$ cat src/rtl/mem_stage_access_ctrl.sv
// MEM-stage data-memory access sequencer: valid/ready request, load extension, stall and timeout.
// Optional build macro MISALIGN_CHK_EN traps misaligned h/w accesses without touching memory.
module mem_stage_access_ctrl #(
  parameter int unsigned TIMEOUT_CYCLES = 16
) (
  input  logic        clk,
  input  logic        reset,
  input  logic        rd_en_mem,
  input  logic        wr_en_mem,
  input  logic [2:0]  funct3_mem,
  input  logic [31:0] addr_mem,
  input  logic [31:0] wdata_mem,
  output logic        req_valid,
  input  logic        req_ready,
  output logic        req_we,
  output logic [31:0] req_addr,
  output logic [3:0]  req_be,
  output logic [31:0] req_wdata,
  input  logic        resp_valid,
  input  logic [31:0] resp_rdata,
  output logic        stall_pipe,
  output logic [31:0] rdata_mem,
  output logic        done_pulse,
  output logic        err_timeout,
  output logic        misalign_trap
);
  localparam int unsigned CNT_W = (TIMEOUT_CYCLES > 2) ? $clog2(TIMEOUT_CYCLES) : 1;
  localparam logic [CNT_W-1:0] CNT_LAST = CNT_W'(TIMEOUT_CYCLES - 1);

  typedef enum logic [1:0] {
    ST_IDLE = 2'd0,
    ST_REQ  = 2'd1,
    ST_WAIT = 2'd2,
    ST_DONE = 2'd3
  } state_t;

  state_t           state_r, state_s;
  logic [CNT_W-1:0] cnt_r, cnt_s;
  logic [2:0]       funct3_r, funct3_s;
  logic [1:0]       lane_r, lane_s;
  logic             valid_s, we_s, done_s, err_s, trap_s, trap_hit_s;
  logic [31:0]      addr_s, wdata_s, rdata_s;
  logic [3:0]       be_s;

  function automatic logic [3:0] calc_be(input logic [2:0] f3, input logic [1:0] a);
    case (f3)
      3'b000, 3'b100: calc_be = 4'b0001 << a;
      3'b001, 3'b101: calc_be = 4'b0011 << {a[1], 1'b0};
      default:        calc_be = 4'hF;
    endcase
  endfunction

  function automatic logic [31:0] calc_wdata(input logic [2:0] f3, input logic [31:0] wd);
    case (f3)
      3'b000, 3'b100: calc_wdata = {4{wd[7:0]}};
      3'b001, 3'b101: calc_wdata = {2{wd[15:0]}};
      default:        calc_wdata = wd;
    endcase
  endfunction

  function automatic logic [31:0] load_extend(input logic [2:0] f3, input logic [1:0] lane,
                                              input logic [31:0] w);
    logic [7:0]  b;
    logic [15:0] h;
    b = w[{lane, 3'b000} +: 8];
    h = lane[1] ? w[31:16] : w[15:0];
    case (f3)
      3'b000:  load_extend = {{24{b[7]}}, b};
      3'b100:  load_extend = {24'h000000, b};
      3'b001:  load_extend = {{16{h[15]}}, h};
      3'b101:  load_extend = {16'h0000, h};
      default: load_extend = w;
    endcase
  endfunction

`ifdef MISALIGN_CHK_EN
  function automatic logic is_misaligned(input logic [2:0] f3, input logic [1:0] a);
    case (f3)
      3'b000, 3'b100: is_misaligned = 1'b0;
      3'b001, 3'b101: is_misaligned = a[0];
      default:        is_misaligned = (a != 2'b00);
    endcase
  endfunction

  assign trap_hit_s = is_misaligned(funct3_mem, addr_mem[1:0]);
`else
  assign trap_hit_s = 1'b0;
`endif

  // Next-state, next-output and stall logic
  always_comb begin
    state_s    = state_r;
    cnt_s      = cnt_r;
    valid_s    = req_valid;
    we_s       = req_we;
    addr_s     = req_addr;
    be_s       = req_be;
    wdata_s    = req_wdata;
    funct3_s   = funct3_r;
    lane_s     = lane_r;
    rdata_s    = rdata_mem;
    done_s     = 1'b0;
    err_s      = 1'b0;
    trap_s     = 1'b0;
    stall_pipe = 1'b0;
    case (state_r)
      ST_IDLE: begin
        if (rd_en_mem || wr_en_mem) begin
          stall_pipe = 1'b1;
          if (trap_hit_s) begin
            state_s = ST_DONE;
            done_s  = 1'b1;
            trap_s  = 1'b1;
            rdata_s = 32'h0000_0000;
          end else begin
            state_s  = ST_REQ;
            cnt_s    = '0;
            valid_s  = 1'b1;
            we_s     = wr_en_mem;
            addr_s   = {addr_mem[31:2], 2'b00};
            be_s     = calc_be(funct3_mem, addr_mem[1:0]);
            wdata_s  = calc_wdata(funct3_mem, wdata_mem);
            funct3_s = funct3_mem;
            lane_s   = addr_mem[1:0];
          end
        end else begin
          state_s = ST_IDLE;
        end
      end
      ST_REQ: begin
        stall_pipe = 1'b1;
        cnt_s      = cnt_r + CNT_W'(1);
        // An accepted store has already reached memory, so it completes cleanly even at the limit.
        if (req_ready && req_we) begin
          state_s = ST_DONE;
          done_s  = 1'b1;
          valid_s = 1'b0;
          rdata_s = 32'h0000_0000;
        end else if (cnt_r == CNT_LAST) begin
          state_s = ST_DONE;
          done_s  = 1'b1;
          err_s   = 1'b1;
          valid_s = 1'b0;
          rdata_s = 32'h0000_0000;
        end else if (req_ready) begin
          state_s = ST_WAIT;
          valid_s = 1'b0;
        end else begin
          state_s = ST_REQ;
        end
      end
      ST_WAIT: begin
        stall_pipe = 1'b1;
        cnt_s      = cnt_r + CNT_W'(1);
        if (resp_valid) begin
          state_s = ST_DONE;
          done_s  = 1'b1;
          rdata_s = load_extend(funct3_r, lane_r, resp_rdata);
        end else if (cnt_r == CNT_LAST) begin
          state_s = ST_DONE;
          done_s  = 1'b1;
          err_s   = 1'b1;
          rdata_s = 32'h0000_0000;
        end else begin
          state_s = ST_WAIT;
        end
      end
      ST_DONE: begin
        state_s = ST_IDLE;
      end
      default: begin
        state_s = ST_IDLE;
      end
    endcase
  end

  // State and registered-output update with synchronous reset
  always_ff @(posedge clk) begin
    if (reset) begin
      state_r       <= ST_IDLE;
      cnt_r         <= '0;
      funct3_r      <= 3'b000;
      lane_r        <= 2'b00;
      req_valid     <= 1'b0;
      req_we        <= 1'b0;
      req_addr      <= 32'h0000_0000;
      req_be        <= 4'h0;
      req_wdata     <= 32'h0000_0000;
      rdata_mem     <= 32'h0000_0000;
      done_pulse    <= 1'b0;
      err_timeout   <= 1'b0;
      misalign_trap <= 1'b0;
    end else begin
      state_r       <= state_s;
      cnt_r         <= cnt_s;
      funct3_r      <= funct3_s;
      lane_r        <= lane_s;
      req_valid     <= valid_s;
      req_we        <= we_s;
      req_addr      <= addr_s;
      req_be        <= be_s;
      req_wdata     <= wdata_s;
      rdata_mem     <= rdata_s;
      done_pulse    <= done_s;
      err_timeout   <= err_s;
      misalign_trap <= trap_s;
    end
  end

endmodule

$ cat config.mk
export PLATFORM = sky130hd
export DESIGN_NAME = mem_stage_access_ctrl
export DESIGN_NICKNAME = d
export VERILOG_FILES = /design/src/rtl/mem_stage_access_ctrl.sv
export SDC_FILE = /design/constraint.sdc
export NUM_CORES = 1
export LEC_CHECK = 0
export CORE_MARGIN = 2
export CORE_UTILIZATION = 37
export DETAILED_ROUTE_END_ITERATION = 10
export PLACE_DENSITY = 0.71
export SLEW_MARGIN = 20
export SYNTH_ARGS = -nofsm -noshare
export SYNTH_HDL_FRONTEND = slang
export SYNTH_SLANG_ARGS = --single-unit
$ cat constraint.sdc
create_clock -name clk -period 4.8 [get_ports clk]
set_input_delay 0.48 -clock clk [delete_from_list [all_inputs] [get_ports clk]]
set_output_delay 0.48 -clock clk [all_outputs]
set_load 0.02 [all_outputs]
==> metrics.md <==
| Metric | Value |
|---|---|
| Status | finished clean |
| H-tree Lvls | 4 |
| Total Power | roughly 2.7 mW |
| FFs w/ async S/R, synth | 0 |
| Relative slew margins | 0.3382 |
| Hold EP | req_addr[5] |
| TritonCTS Sinks | 113 |
| Crit Path Max Fanout | 9 |
| Cells after Synth | 583 |
| Worst hold path type | flop to flop |
| Leak | 2.944 nW |
| Vias in the first global route | around 4800 |
| HPWL after detailed placement | ~11 mm |
| # port buffers | a little over 200 |
| Vias | 5064 |
| Worst reg-to-reg path cell count | 5 |
| Least-Margin Pin Slew | 0.9914 ns |
| # DRC | 0 |
| Arr. time, crit path | 2.16 ns |
| Clock Path Buffers | 2 |
| Top_reg_cell synth | dfxtp_1 |
| Clock Latency Late Sink | a little over 0.4 ns |
| I/O pin count | 211 |
| Hold depth | 2 |
| Max Slew Vio Count | 0 |
| Resized cells post-CTS | 0 |
| Largest net degree at the start of global routing | 90 |
| Post-DR vias/cell | 5.281 |
| Synthesized flop and latch total | approximately 110 |
| Fmax | between 300 and 400 MHz |
| RR Endpoint | rdata_mem[9] |
| FF-to-FF Start | state_r[0] |
| Final Cycle Share | 0.5506 |
| Hold Slack | ~0.45 ns |
| Cell Area, Synth | 0.004930 sq mm |
| Layout Nets | a little under 900 |
| Seq/Total Area, Yosys | 0.4589 |
| Util after Layout | 0.5811 |
| Initial antenna violation count | 0 |
| Worst hold start | req_addr[5] |
| Gr usage total | 0.2178 |
| Worst setup EP type | output port |
| N_diodes | 0 |
| CP Class | flop to output port |
| Worst vdd ir | between 150 and 200 uV |
| Placed Cells | 927 |
| Tmin final | approximately 2.6 ns |
| Core area | 0.01314 sq mm |
| Worst path required time | 4.32 ns |
| Die ar. | 0.01426 sq mm |
| Fillers | 1224 |
| Antenna-violating nets left | 0 |
| Setup Skew | 0.007924 ns |
| Number of max-cap violations | 0 |
| Post-CTS setup buffers | 0 |
| Final setup violation count | 0 |
| First-pass GRT wire length | 24.68 mm |
| CP Launch Type | flop |
| Die Span X | 119.4 microns |
| Commonest non-fill, non-tap cell in the layout | clkdlybuf4s50_1 |
| Cell Count, Final, Fillers Out | around 960 |
| Final hold vios | 0 |
| CTS tree | done |
| Clock Pin Slew Worst Setup and Hold Paths | 0.05 ns |
| RePlAce Congestion | 0.8323 |
| Pwr per Cell Area | 358.2 mW/mm^2 |
| Synth Area per Inst | 8.456 sq um |
| Final instance area | 0.007635 sq mm |
| DP Area | 0.007081 sq mm |
| Layout area overhead | 54.87% |
| R2r setup slk | ~2.5 ns |
| Detailed Route WL | ~15 mm |
| Initial core utilization | 0.3752 |
| Drt first pass iters | 9 |
| EDFF count, synth | 0 |
| Row cnt | 42 |
| # hold bufs at CTS | 0 |
| Netlist cell types | 48 |
| CTS buffer count | 17 |
| RSZ-0062 raised after global routing | false |
| Most frequent cells in the layout | 206 x clkdlybuf4s50_1, 125 x nand2_1, 113 x dfxtp_1 |
| DRT iter0 DRCs | 392 |
| Die H | 119.4 microns |
| Layout cell share with drive strength beyond 1 | 0.06003 |
| Place WS | 2.253 ns |
| Gr ovfl total | 0 |
| Setup TNS | 0 ns |
| Clk root buf | clkbuf_16 |
| Avg WL per Cell | between 15 and 20 microns |
| Syn. warnings | 0 |
| Final worst setup slack | 2.157 ns |
[state kept, by name (all words and copies together), names as in the netlist, 2 cells and up, named ones only]
register   cells
rdata_mem     32
req_wdata     32
req_addr      30
cnt_r          4
req_be         4
funct3_r       3
lane_r         2
[worst max-delay path by stage]
| stage | cells after the start | slack, ns | start | to |
|---|---|---|---|---|
| finish | 5 | 2.16 | state_r[0] | stall_pipe |
| CTS | 5 | 2.12 | state_r[0] | stall_pipe |
| global placement | 5 | 2.33 | wr_en_mem | stall_pipe |
| floorplan | 7 | 2.70 | state_r[0] | stall_pipe |
| global route | 5 | 2.08 | state_r[0] | stall_pipe |
| detailed placement | 6 | 2.25 | wr_en_mem | req_be[1] |
[where the power goes]
group / internal, mW / switching [mW] / total, mW / leakage [nW]
Sequential: 1.00 / 0.0441 / 1.04 / 0.926
Combinational: 0.255 / 0.284 / 0.539 / 1.75
Clock: 0.722 / 0.429 / 1.15 / 0.271
Total: 1.98 / 0.757 / 2.73 / 2.94
[synthesized netlist by cell type (2+ instances only)]
| library cell | instances | area [sq um] |
|---|---|---|
| buf_2 | 8 | 40.04 |
| a22o_1 | 15 | 131.4 |
| a222oi_1 | 7 | 70.07 |
| nor2b_1 | 10 | 62.56 |
| buf_4 | 3 | 22.52 |
| nor2_1 | 31 | 116.4 |
| nand2_1 | 125 | 469.2 |
| a211oi_1 | 10 | 75.07 |
| a22oi_1 | 2 | 15.01 |
| clkbuf_1 | 35 | 131.4 |
| o21ai_0 | 35 | 175.2 |
| inv_1 | 14 | 52.55 |
| nor3_1 | 6 | 30.03 |
| a21oi_1 | 66 | 330.3 |
| mux2i_1 | 25 | 250.2 |
| a221o_1 | 16 | 160.2 |
| nand2b_1 | 7 | 43.79 |
| dfxtp_1 | 113 | 2262 |
| ha_1 | 6 | 75.07 |
| a21o_1 | 2 | 15.01 |
| nand3_1 | 2 | 10.01 |
| a311oi_1 | 8 | 70.07 |
| nor3b_1 | 3 | 22.52 |
| o32ai_1 | 7 | 61.31 |
| nand3b_1 | 2 | 15.01 |
| o22ai_1 | 3 | 18.77 |
[cell families (layout without fill, tap and decap cells)]
logic type | after synthesis | in the layout | share of synthesized area
adders and majority gates | 6 | 6 | 0.01523
and+or+nand+nor | 192 | 192 | 0.1668
AOI/OAI and AO/OA | 183 | 183 | 0.2500
other | 1 | 3 | 0.0007607
buffers and inverters | 61 | 259 | 0.05228
DFF | 113 | 113 | 0.4589
muxes | 27 | 27 | 0.05609
[final cells by class]
| cell class | count | area (sq um) | share of cell area |
|---|---|---|---|
| inverter | 14 | 52.55 | 0.006883 |
| sequential | 113 | 2262 | 0.2963 |
| timing repair buffer | 213 | 2112 | 0.2766 |
| clock inverter | 9 | 56.30 | 0.007375 |
| multi-input combinational | 411 | 2434 | 0.3187 |
| clock buffer | 23 | 498.0 | 0.06522 |
| tap | 176 | 220.2 | 0.02884 |
[routing by layer]
layer / vias up / track usage / wire [microns]
li1: 2451 / - / -
met1: 2365 / 0.2519 / 6242
met2: 219 / 0.3549 / 7422
met3: 29 / 0.08812 / 1328
met4: 0 / 0.09632 / 372
met5: - / 0 / 0
[worst max-delay path: stages, from the launching register on]
cell             delay, ns
dfxtp_1               0.39
inv_1                 0.10
ha_1                  0.48
nor2_1                0.09
nor2_1                0.09
clkdlybuf4s50_1       0.60
No activity file was read; power rests on OpenSTA's default activity.
